$ cat src/rtl/uart_hex_display_scheduler.sv
// UART byte capture and 4-digit seven-segment scan scheduler for the Basys3 display.
// Optional activity dot on digit 0 is built when UART_DISP_ACTIVITY_DOT_EN is defined.
module uart_hex_display_scheduler #(
   parameter int unsigned REFRESH_DIV  = 100000,
   parameter int unsigned BLANK_CYCLES = 1000,
   parameter int unsigned ACT_CYCLES   = 10000000
) (
   input  logic       clk_fpga,
   input  logic       reset,
   input  logic       rx_valid,
   input  logic [7:0] rx_data,
   input  logic       clear,
   output logic [3:0] an,
   output logic [6:0] seg,
   output logic       dp
);

   localparam int unsigned CW = $clog2(REFRESH_DIV);
   localparam logic [CW-1:0] SLOT_LAST = CW'(REFRESH_DIV - 1);
   localparam logic [CW-1:0] BLANK_END = CW'(BLANK_CYCLES);

   // ACT_CYCLES+1 must not wrap, or the hold counter width collapses
   if (REFRESH_DIV < 4 || BLANK_CYCLES >= REFRESH_DIV || ACT_CYCLES == 32'hFFFF_FFFF) begin : g_bad_params
      $error("uart_hex_display_scheduler: illegal REFRESH_DIV/BLANK_CYCLES/ACT_CYCLES");
   end

   logic [7:0]    byte1, byte0;
   logic [1:0]    fill;
   logic [CW-1:0] cnt;
   logic [1:0]    idx;
   logic [3:0]    digit;
   logic          digit_ok;
   logic [3:0]    an_nxt;
   logic [6:0]    seg_nxt;
   logic          dp_nxt;

   always_ff @(posedge clk_fpga) begin
      if (!reset) begin
         byte1 <= '0;
         byte0 <= '0;
         fill  <= '0;
      end else if (clear) begin
         byte1 <= '0;
         byte0 <= rx_valid ? rx_data : 8'h00;
         fill  <= rx_valid ? 2'd1 : 2'd0;
      end else if (rx_valid) begin
         byte1 <= byte0;
         byte0 <= rx_data;
         if (fill != 2'd2) fill <= fill + 2'd1;
      end
   end

   always_ff @(posedge clk_fpga) begin
      if (!reset) begin
         cnt <= '0;
         idx <= '0;
      end else if (cnt == SLOT_LAST) begin
         cnt <= '0;
         idx <= idx + 2'd1;
      end else begin
         cnt <= cnt + 1'b1;
      end
   end

   always_comb begin
      digit    = byte0[3:0];
      digit_ok = (fill != 2'd0);
      case (idx)
         2'd0: digit = byte0[3:0];
         2'd1: digit = byte0[7:4];
         2'd2: digit = byte1[3:0];
         2'd3: digit = byte1[7:4];
         default: digit = byte0[3:0];
      endcase
      if (idx[1]) digit_ok = (fill == 2'd2);
   end

   always_comb begin
      an_nxt  = '1;
      seg_nxt = '1;
      if (cnt >= BLANK_END) begin
         an_nxt = ~(4'b0001 << idx);
         if (digit_ok) begin
            case (digit)
               4'h0: seg_nxt = 7'b1000000;
               4'h1: seg_nxt = 7'b1111001;
               4'h2: seg_nxt = 7'b0100100;
               4'h3: seg_nxt = 7'b0110000;
               4'h4: seg_nxt = 7'b0011001;
               4'h5: seg_nxt = 7'b0010010;
               4'h6: seg_nxt = 7'b0000010;
               4'h7: seg_nxt = 7'b1111000;
               4'h8: seg_nxt = 7'b0000000;
               4'h9: seg_nxt = 7'b0010000;
               4'hA: seg_nxt = 7'b0001000;
               4'hB: seg_nxt = 7'b0000011;
               4'hC: seg_nxt = 7'b1000110;
               4'hD: seg_nxt = 7'b0100001;
               4'hE: seg_nxt = 7'b0000110;
               4'hF: seg_nxt = 7'b0001110;
               default: seg_nxt = '1;
            endcase
         end
      end
   end

`ifdef UART_DISP_ACTIVITY_DOT_EN
   localparam int unsigned HW = $clog2(ACT_CYCLES + 1);
   logic [HW-1:0] hold;

   always_ff @(posedge clk_fpga) begin
      if (!reset)               hold <= '0;
      else if (rx_valid)        hold <= HW'(ACT_CYCLES);
      else if (hold != '0)      hold <= hold - 1'b1;
   end

   always_comb dp_nxt = !((hold != '0) && (an_nxt == 4'b1110));
`else
   always_comb dp_nxt = 1'b1;
`endif

   always_ff @(posedge clk_fpga) begin
      if (!reset) begin
         an  <= '1;
         seg <= '1;
         dp  <= 1'b1;
      end else begin
         an  <= an_nxt;
         seg <= seg_nxt;
         dp  <= dp_nxt;
      end
   end

endmodule

$ cat config.mk
export PLATFORM = sky130hd
export DESIGN_NAME = uart_hex_display_scheduler
export DESIGN_NICKNAME = d
export VERILOG_FILES = /design/src/rtl/uart_hex_display_scheduler.sv
export SDC_FILE = /design/constraint.sdc
export NUM_CORES = 1
export LEC_CHECK = 0
export ABC_AREA = 1
export BUFFER_PORTS_ARGS = -buffer_cell sky130_fd_sc_hd__buf_4
export CAP_MARGIN = 20
export CELL_PAD_IN_SITES_DETAIL_PLACEMENT = 1
export CELL_PAD_IN_SITES_GLOBAL_PLACEMENT = 1
export CORE_ASPECT_RATIO = 0.8
export CORE_MARGIN = 10
export CORE_UTILIZATION = 35
export DETAILED_ROUTE_END_ITERATION = 8
export PLACE_DENSITY = 0.65
export SKIP_LAST_GASP = 1
export SYNTH_ARGS = -nofsm -noshare
export SYNTH_HDL_FRONTEND = slang
export SYNTH_SLANG_ARGS = --single-unit
$ cat constraint.sdc
create_clock -name clk_fpga -period 3.9 [get_ports clk_fpga]
set_clock_uncertainty 0.1 [all_clocks]
set_input_delay 0.78 -clock clk_fpga [delete_from_list [all_inputs] [get_ports clk_fpga]]
set_output_delay 0.78 -clock clk_fpga [all_outputs]
set_load 0.01 [all_outputs]
Word-level counts from Yosys, hierarchy flattened --
Memory sizes are Yosys's and may differ from the RTL's. A register that Yosys moved wholly into a read port is not among the register bits. Cells that the tools add are included.
Word-level totals: memories 1, memory bits (read-only) 112, flip-flop bits (word level) 41, input bits 12, logic and storage cells 39
Operators by class: $add $sub $neg 3, bitwise logic cells 2, reductions and logical operators 10, shifts and indexed selects 1, magnitude comparators 1, muxes and demuxes 9, equality and inequality tests 6
Memories:
- (name not given) | words 16, bits a word 7, read ports 1, clocked after Yosys merged registers in 1, wr ports 0, line 84 | case (digit)
Operators with widths (count):
- two-way mux 8 bit | 3
- adder 17 x 1 -> 17 bit (second input constant) | 1
- equality test 17 bit (second input constant) | 1
- greater-or-equal comparator 17 x 10 -> 1 bit (second input constant) | 1
- case mux 4 bit (4 select lines) | 1
- equality test 2 bit (second input constant) | 3
- two-way mux 2 bit | 3
- nonzero test 2 bit | 3
- adder 2 x 1 -> 2 bit (second input constant) | 2
- inverter 4 bit | 1
- AND reduction 2 bit | 2
- OR reduction 2 bit | 2
- left shift 1 x 2 -> 4 bit (first input constant) | 1
- AND reduction 3 bit | 1
- equality test 2 x 1 -> 1 bit (second input constant) | 1
- logical NOT 2 bit | 1
- two-way mux 1 bit | 2
- inequality test 2 bit (second input constant) | 1
- logical NOT 1 bit | 1
- inverter 1 bit | 1

Longest topological paths before layout --
Gate-level depths: netlist of the first run.
depth in word-level cells 4, mapped depth 11

Least setup slack after synthesis of the first run --
Ideal clock, no wire load.
kind flip-flop to flip-flop, start point register idx[0], end point register seg[3], stages on the path, launching flop included 12, data arrival time 1.752 ns, slack 1.929 ns, required time 3.680 ns, period minus slack after synthesis 1.971 ns, cell sequence dfxtp_1 > inv_1 > ha_1 > inv_2 > nand2_1 > o21ai_1 > inv_1 > ha_1 > nand3_1 > nand2_1 > nand2_1 > nand3_1
Between the ends: word-level cells in the longest chain between the ends 2, elaborated cells on any way between the ends 5, classes of those cells 3 x eq/ne; 1 x mux; 1 x reduce/logical
RTL lines:
- from (decl) | line 30 | logic [1:0] idx;
- from (signal assigned) | line 59 | idx <= idx + 2'd1;
- equality test 2 bit (tied with other cells) | line 68 | case (idx)
- case mux 4 bit (4 select lines) * | line 68
- to (decl) | line 14 | output logic [6:0] seg,
Every way passes the cells marked *; elsewhere a longest branch is shown, timed or not. A chain may end at the register's enable or synchronous reset.

Worst setup path after layout of the first run --
Same ends and word-level chain as after synthesis.

==> summary.txt, run 1 <==
Power and ir drop
  – VDD IR max: 0.130 mV
  – Total power draw: around 0.86 mW
  – Clock power frac: 33.8%
  – P_int: 0.645 mW
  – Combinational share of power: 7.4%
  – P_sw: ~0.22 mW
  – Share of power burned in registers: about 60%
  – Switching share of power: 25.3%
  – Leakage: approximately 1.1 nW
  – Power Density: ~310 nW/µm²

Yosys
  – Synth unique cells: 32
  – Synth Net Count: 381
  – Synthesized flop and latch total: 48
  – Post-synthesis sequential area ratio: ~39%
  – Largest cells by area after synthesis: dfxtp_1, nand2_1, ha_1
  – Synth top cells by count: nand2_1, dfxtp_1, nor2_1
  – Yosys top cell area share: about two fifths
  – Post-synth EDFFs: 0
  – Cell Area, Synth: 2460 µm²
  – Async SR Flop Fraction: 0%
  – Top_reg_cell synth: dfxtp_1
  – Cells after synthesis: 355
  – Synthesis Warnings: 0
  – Avg Cell Area, Syn: 6.94 µm²
  – Most frequent cell after synthesis: nand2_1
  – Largest area contributor in the netlist: dfxtp_1

Finish
  – Area added between synthesis and finish: 13.1%
  – Share of layout cells above drive strength 1: between 10% and 20%
  – Post-layout util: roughly 40%
  – Final cell count without fillers: between 400 and 500
  – Nets@finish: 405
  – Finished Cell Area: 2790 µm²
  – Number of diodes: 0

Route
  – WL/cell: approximately 14 µm
  – Initial DRT Pass Iterations: 4
  – Final wirelength: 6410 µm
  – DRC viols: 0
  – Initial DRC Count: 65
  – Via count: 2,214
  – Vias per inst: ~4.8
  – Final ANT Viol Nets: 0

STA
  – Min Hold Slack: 369 ps
  – Count of final setup violators: 0
  – Setup WS post-layout: approximately 1600 ps
  – Max-slew headroom: 63.7%
  – Tmin final: 2280 ps
  – Fmax: 439 MHz
  – Count of final hold-check violations: 0
  – Measured slew at the worst slew-check pin: approximately 540 ps
  – TNS Setup: 0 ps
  – Max-slew violations: 0
  – Fin crit share: between 50% and 60%
  – RSZ-0062 raised after global routing: no

Global route
  – Total gr overflow: 0
  – Vias in the first global route: 2,250
  – GRT Total Usage: 12.4%
  – Met1 Usage GRT: between 10% and 20%
  – Met3 GRT Util: between 2 and 3%
  – GR Util met2: 17.8%
  – First-pass GRT wire length: between 10,000 and 15,000 µm
  – GR peak layer: met1
  – Initial antenna violation count: 0
  – Pin count of the biggest net entering global routing: 22

Floorplanning
  – Row count: 27
  – Core footprint: between 6000 and 7000 µm²
  – Die width: between 100 and 150 µm
  – Initial Util: 35.9%
  – I/O Pins: 24
  – Die Y-Extent: 95.1 µm
  – Die footprint: around 11,000 µm²

Clock tree
  – Max clock buf depth: 2
  – TritonCTS buffer count: 5
  – Root Driver: clkbuf_8
  – CTS tree: yes
  – Worst-Skew Late Latency: between 200 and 300 ps
  – Clock-pin transition on the worst setup and hold timing paths: approximately 90 ps
  – Cts repair resizes: 0
  – Clock sinks: 48
  – Hold Buf Count CTS: 0
  – Post-CTS setup buffers: 0
  – H-tree depth: 2

Critical path
  – Critical Path RT: roughly 4000 ps
  – Max stage delay on crit path: 380 ps
  – Critical path cell sequence: inv_1, ha_1, inv_2, nand2_1, o21ai_1, inv_1, ha_1, nand3_1, nand2_1, nand2_1, nand3_1
  – Flop2flop setup slack: between 1500 and 2000 ps
  – Critical Path Sink Type: flip-flop
  – Data arrival time of the worst path: 2370 ps
  – Crit path max fanout: 6
  – Most frequent CP cell: nand2_1
  – Setup CP Type: reg2reg
  – Slowest cell on the critical path: o21ai_1
  – Startpoint Class: flip-flop

Place
  – PortBufs: 22
  – GP Congestion: about 0.84
  – DPL Wire Length: ~5000 µm
  – Inst Count DP: around 460
  – Placed Area: roughly 2700 µm²
  – Pre-CTS setup slack: about 1600 ps

Min path
  – Worst hold path type: reg2reg

Run
  – Max-cap violation count: 0

Run status
  – Status: finished, final reports clean
## cells by family after synthesis
kind of cell	synth area share (%)
simple gates	36.1
xor+xnor	2.13
compound gates	9.19
buf+inv	6.35
other cells	0.152
flops	39.0
fa+ha+maj	7.11
## layout by cell type (no fill, tap or decap)
cell type | Yosys | routed
a21oi_1 | 27 | 27
o21ai_1 | 1 | 1
nand2_1 | 114 | 114
a31oi_1 | 1 | 1
nand2_2 | 2 | 2
inv_2 | 2 | 2
nand3_2 | 3 | 3
o21bai_1 | 1 | 1
xor2_1 | 5 | 5
nand3_1 | 31 | 31
nor2_1 | 45 | 45
conb_1 | 1 | 1
inv_1 | 31 | 31
nand4_1 | 4 | 4
nand2_4 | 1 | 1
buf_4 | 1 | 22
dfxtp_1 | 48 | 48
clkbuf_8 | 0 | 5
clkinv_2 | 0 | 1
nor3_2 | 1 | 1
nor2_2 | 3 | 3
nor3_1 | 1 | 1
nand3b_1 | 1 | 1
and2_1 | 1 | 1
xnor2_1 | 1 | 1
o41ai_2 | 1 | 1
o21ai_2 | 1 | 1
ha_1 | 14 | 14
nor2_4 | 1 | 1
o21ai_0 | 6 | 6
a21oi_2 | 2 | 2
clkinvlp_4 | 0 | 1
## critical path: cells and delay by family, from the launching register on
family	cells	cell delay, ps
buf+inv	3	400
compound gates	1	380
flops	1	370
simple gates	5	370
fa+ha+maj	2	540
## path summary, 6_finish.rpt
kind,endpoint,startpoint,cells after the start
setup / recovery,seg[3],idx[0],11
hold / removal,byte1[6],byte1[6],2
setup reg to reg,seg[3],idx[0],11
hold reg to reg,byte1[6],byte1[6],2
## final cells by class
| cell class | instances | area (µm²) |
|---|---|---|
| timing repair buffer | 22 | 165 |
| sequential | 48 | 961 |
| clock inverter | 2 | 12.5 |
| tap | 87 | 109 |
| inverter | 33 | 124 |
| clock buffer | 5 | 68.8 |
| multi-input combinational | 269 | 1350 |
| fill | 891 | 4070 |
## sequential cells by signal (all words and copies together), names as in the netlist
register  cells
cnt          17
byte0         8
byte1         8
seg           7
an            4
fill          2
idx           2
## metal layers
metal / part of all wire, % / vias to the layer above
met2: 38 / 20
met3: 3.5 / 2
met5: 0 / -
li1: - / 1174
met1: 58 / 1018
met4: 0.47 / 0
## power groups by stage
stage / logic, mW / registers, mW / clock network (mW)
2_1_floorplan: 0.0444 / 0.517 / 0
3_3_place_gp: 0.0638 / 0.519 / 0
3_5_place_dp: 0.0650 / 0.520 / 0
4_1_cts: 0.0652 / 0.508 / 0.305
5_1_grt: 0.0759 / 0.510 / 0.325
6_report: 0.0637 / 0.508 / 0.291
Power figures use the tool's default switching activity.
==> run 2: changes to the inputs <==
- PLACE_DENSITY: 0.65 -> 0.68
- clock period: 3.9 -> 2 ns (I/O delays scaled with it)
==> summary.txt, run 2 (same netlist as run 1, synthesis figures left out) <==
Run status
  – Status: finished, final reports clean

Route
  – Via count: about 2.3k
  – WL/cell: ~14 µm
  – Final wirelength: about 6600 µm
  – Top Metal Used: met4
  – Initial DRT Pass Iterations: 4
  – Metal3 WL: around 170 µm
  – Met2 wire len: 2710 µm
  – DRC viols: 0
  – Final ANT Viol Nets: 0
  – Met1 wire length: 3660 µm
  – Vias per inst: between 4 and 5
  – Initial DRC Count: 59

Finish
  – Top flop regs: cnt x17, byte0 x8, byte1 x8
  – Most frequent cells in the layout: nand2_1, dfxtp_1, nor2_1
  – Area added between synthesis and finish: 17.4%
  – Nets@finish: slightly above 400
  – Number of diodes: 0
  – Commonest non-fill, non-tap cell in the layout: nand2_1
  – Fill count: between 800 and 900
  – Max FFs per register: 17
  – Most flops, register: cnt
  – Share of layout cells above drive strength 1: between 10% and 20%

Clock tree
  – CTS tree: yes
  – Hold Buf Count CTS: 0
  – H-tree depth: 2
  – Clock-pin transition on the worst setup and hold timing paths: around 100 ps
  – TritonCTS buffer count: 5
  – Clock sinks: between 40 and 50
  – Max clock buf depth: 2
  – Root Driver: clkbuf_8
  – Post-CTS setup buffers: 0
  – Worst-Skew Late Latency: 300 ps

Global route
  – First-pass GRT wire length: approximately 11,000 µm
  – Vias in the first global route: around 2.3k
  – Initial antenna violation count: 0
  – Total gr overflow: 0
  – GRT Total Usage: between 10% and 20%
  – Pin count of the biggest net entering global routing: 22

Power and ir drop
  – VDD IR max: ~0.27 mV
  – Total power draw: ~1.8 mW
  – Power Density: roughly 610 nW/µm²
  – Leakage: between 1 and 1.5 nW

Critical path
  – Data arrival time of the worst path: slightly below 2000 ps
  – Startpoint Class: flip-flop
  – Max stage delay on crit path: approximately 340 ps
  – Critical Path Sink Type: flip-flop
  – Crit path max fanout: 5
  – Critical Path RT: roughly 2100 ps
  – Most frequent CP cell: nand2_1
  – Critical path cell sequence: inv_1, ha_2, buf_4, nand2_1, o21ai_4, inv_1, ha_1, nand3_1, nand2_1, nand2_1, nand2_1
  – Slowest cell on the critical path: dfxtp_2
  – Setup CP Type: reg2reg

STA
  – Count of final setup violators: 0
  – Fin crit share: between 90% and 100%
  – Fmax: between 500 and 600 MHz
  – Max-slew violations: 0
  – TNS Setup: 0 ps
  – Tmin final: about 1800 ps
  – Max-slew headroom: ~63%
  – Measured slew at the worst slew-check pin: roughly 550 ps
  – Count of final hold-check violations: 0

Floorplanning
  – Row count: 27
  – Die footprint: about 11,000 µm²
  – Initial Util: 35.9%
  – Core footprint: about 6900 µm²
  – I/O Pins: 24
  – Die width: 114 µm
  – Die Y-Extent: roughly 95 µm

Place
  – GP Congestion: approximately 0.83
  – DPL Wire Length: roughly 5200 µm
  – PortBufs: 22

Min path
  – Worst hold path type: in2reg

Run
  – Max-cap violation count: 0
==> run 2: changes by cell type in the layout (fill, tap and decap cells not counted), moves of 2 or more <==
cell	before	now
buf_4	22	30
ha_1	14	10
ha_2	0	4
dfxtp_1	48	46
dfxtp_2	0	2
nor2_1	45	43
nor2_2	3	5
==> run 2: metal layers <==
layer / up-vias / GRT usage (%)
li1: 1185 / -
met1: 1054 / 18.4
met2: 26 / 18.5
met3: 5 / 2.70
met4: 0 / 3.44
met5: - / 0
==> run 2: worst paths after layout <==
check                                 from        to  slack, ps  depth (start not counted)
worst max-delay path                idx[0]    seg[5]        160                         11
worst min-delay path            rx_data[5]  byte0[5]        250                          3
worst max register to register      idx[0]    seg[5]        160                         11
worst min register to register    byte0[1]  byte0[1]        370                          2
==> run 2: critical path: cells and delay by family, from the launching register on <==
family | cells | cell delay, ps
compound gates | 1 | 90
buf+inv | 3 | 340
simple gates | 5 | 440
fa+ha+maj | 2 | 420
flops | 1 | 340
==> run 2: stage by stage <==
stage                     hold WS [ps]  instances  worst slack (ps)  util, %  area, µm²
after detailed placement           360        467             -16.9     40.3       2770
after CTS                          238        475              43.4     41.8       2870
after floorplan                    341        355              28.6        -       2460
after global routing               245        475            -0.248     42.2       2890
after global placement             353        467              56.4     40.3       2770
final                              248        475               163     42.2       2890
==> run 2: what timing repair did <==
| item | 4_1_cts | 5_1_grt |
|---|---|---|
| cloned | 0 | 0 |
| setup endpoints to repair | 4 | 7 |
| pin swaps | 0 | 1 |
| gates resized for setup | 1 | 10 |
==> run 2: power by group <==
group          total, mW  switching [mW]  internal, mW
registers          0.992          0.0182         0.973
logic              0.130          0.0795        0.0509
clock network      0.635           0.354         0.281
total               1.76           0.452          1.31
==> run 2: layout make-up <==
| class | count | area (µm²) | area share, % |
|---|---|---|---|
| clock inverters | 2 | 15.0 | 0.519 |
| repair buffers | 30 | 225 | 7.79 |
| inverters | 33 | 124 | 4.28 |
| flip-flops and latches | 48 | 963 | 33.3 |
| clock buffers | 6 | 82.6 | 2.85 |
| multi-input cells | 269 | 1370 | 47.5 |
| well taps | 87 | 109 | 3.76 |
==> run 3: changes to the inputs <==
- PLACE_DENSITY: 0.68 -> 0.65
- clock period: 2 -> 2.35 ns (I/O delays scaled with it)
==> summary.txt, run 3 (same netlist as run 1, synthesis figures left out) <==
Run status
  – Status: finished, final reports clean

Floorplanning
  – I/O Pins: 24
  – Die width: 114 µm
  – Initial Util: approximately 36%
  – Die footprint: 10,800 µm²
  – Core footprint: 6860 µm²
  – Row count: 27
  – Die Y-Extent: roughly 95 µm

Critical path
  – Setup CP Type: reg2reg
  – Most frequent CP cell: nand2_1
  – Critical Path Sink Type: flip-flop
  – Crit path max fanout: 6
  – Critical Path Source: idx[1]
  – Critical path cell sequence: inv_1, ha_1, inv_2, nand2_1, o21ai_4, inv_1, ha_1, nand3_1, nand2_1, nand2_1, nand3_1
  – RR Startpoint: idx[1]
  – Slowest cell on the critical path: dfxtp_1
  – Critical Path RT: between 2000 and 2500 ps
  – Startpoint Class: flip-flop
  – Data arrival time of the worst path: approximately 2200 ps
  – Worst reg-to-reg path cell count: 11
  – Max stage delay on crit path: between 300 and 400 ps

Power and ir drop
  – VDD IR max: between 0.2 and 0.25 mV
  – Leakage: between 1 and 1.5 nW
  – Power Density: approximately 520 nW/µm²

Place
  – Inst Count DP: 460
  – Pre-CTS setup slack: 87.1 ps
  – PortBufs: 22
  – DPL Wire Length: about 5200 µm
  – GP Congestion: approximately 0.84
  – Placed Area: 2710 µm²

Global route
  – First-pass GRT wire length: 11,400 µm
  – Pin count of the biggest net entering global routing: 22
  – GRT Total Usage: about 13%
  – Total gr overflow: 0
  – Initial antenna violation count: 0
  – Vias in the first global route: approximately 2.3k

Clock tree
  – Worst-Skew Late Latency: 300 ps
  – H-tree depth: 2
  – Clock-pin transition on the worst setup and hold timing paths: about 90 ps
  – CTS tree: yes
  – TritonCTS buffer count: 5
  – Hold Buf Count CTS: 0
  – Post-CTS setup buffers: 0
  – Max clock buf depth: 2
  – Root Driver: clkbuf_8
  – Clock sinks: 48

STA
  – RSZ-0062 raised after global routing: no
  – Count of final hold-check violations: 0
  – Max-slew headroom: between 60% and 70%
  – Measured slew at the worst slew-check pin: slightly above 500 ps
  – Fin crit share: between 80 and 90%
  – Tmin final: roughly 2100 ps
  – Fmax: around 480 MHz
  – Count of final setup violators: 0
  – Setup WS post-layout: 266 ps
  – Max-slew violations: 0
  – TNS Setup: 0 ps
  – Min Hold Slack: between 300 and 400 ps

Finish
  – Max FFs per register: 17
  – Most frequent cells in the layout: nand2_1, dfxtp_1, nor2_1
  – Reg area: around 960 µm²
  – Share of layout cells above drive strength 1: roughly an eighth
  – Area added between synthesis and finish: 14.5%
  – Top flop regs: cnt x17, byte0 x8, byte1 x8
  – Most flops, register: cnt
  – Finished Cell Area: roughly 2800 µm²
  – Nets@finish: between 400 and 500
  – Commonest non-fill, non-tap cell in the layout: nand2_1
  – Fill count: roughly 900
  – Number of diodes: 0
  – Area of the multi-input gates: between 1000 and 1500 µm²
  – Final cell count without fillers: ~470

Min path
  – Worst hold path type: in2reg
  – Hold_sp: rx_data[5]
  – Hold path depth: 3

Route
  – Initial DRT Pass Iterations: 4
  – DRC viols: 0
  – Vias per inst: between 4 and 5
  – Via count: about 2.3k
  – WL/cell: about 14 µm
  – Final wirelength: 6580 µm
  – Final ANT Viol Nets: 0
  – Initial DRC Count: roughly 120

Run
  – Max-cap violation count: 0
-- run 3: report_power, final --
part	switching, mW	leakage [nW]	total [mW]	internal [mW]
clock network	0.290	0.0434	0.529	0.239
registers	0.0148	0.390	0.843	0.828
logic	0.0668	0.703	0.108	0.0407
total	0.372	1.14	1.48	1.11
-- run 3: what timing repair did --
item,CTS,global route
endpoints found under the setup margin,0,5
hold endpoints to repair,0,0
resized for setup,0,2
-- run 3: cell type report --
cell class	instances	share of cell area (%)
multi-input cells	269	48.1
flip-flops and latches	48	34.0
repair buffers	23	6.12
inverters	33	4.39
well taps	87	3.86
clock buffers	6	2.93
clock inverters	2	0.532
-- run 3: worst paths after layout --
kind	end	slack, ps
min	byte0[5]	320
min reg2reg	byte0[1]	370
max	seg[3]	270
max reg2reg	seg[3]	270
-- run 3: layer usage --
layer | vias to the layer above | track usage, % | wire length [µm]
met2 | 31 | 18.3 | 2660
met3 | 2 | 3.01 | 301
met1 | 1055 | 18.8 | 3580
met4 | 0 | 2.50 | 29
li1 | 1172 | - | -
met5 | - | 0 | 0
-- run 3: metrics by stage --
step                power, mW  utilization, %
floorplan               0.931               -
global placement        0.969            39.6
detailed placement      0.971            39.6
CTS                      1.50            41.0
global route             1.56            41.2
finish                   1.48            41.2
-- run 3: worst max-delay path: cells and delay by family, from the launching register on --
| family | cells | cell delay (ps) |
|---|---|---|
| buffers and inverters | 3 | 350 |
| adders and majority gates | 2 | 500 |
| AOI/OAI and AO/OA | 1 | 220 |
| and+or+nand+nor | 5 | 410 |
| DFF | 1 | 390 |
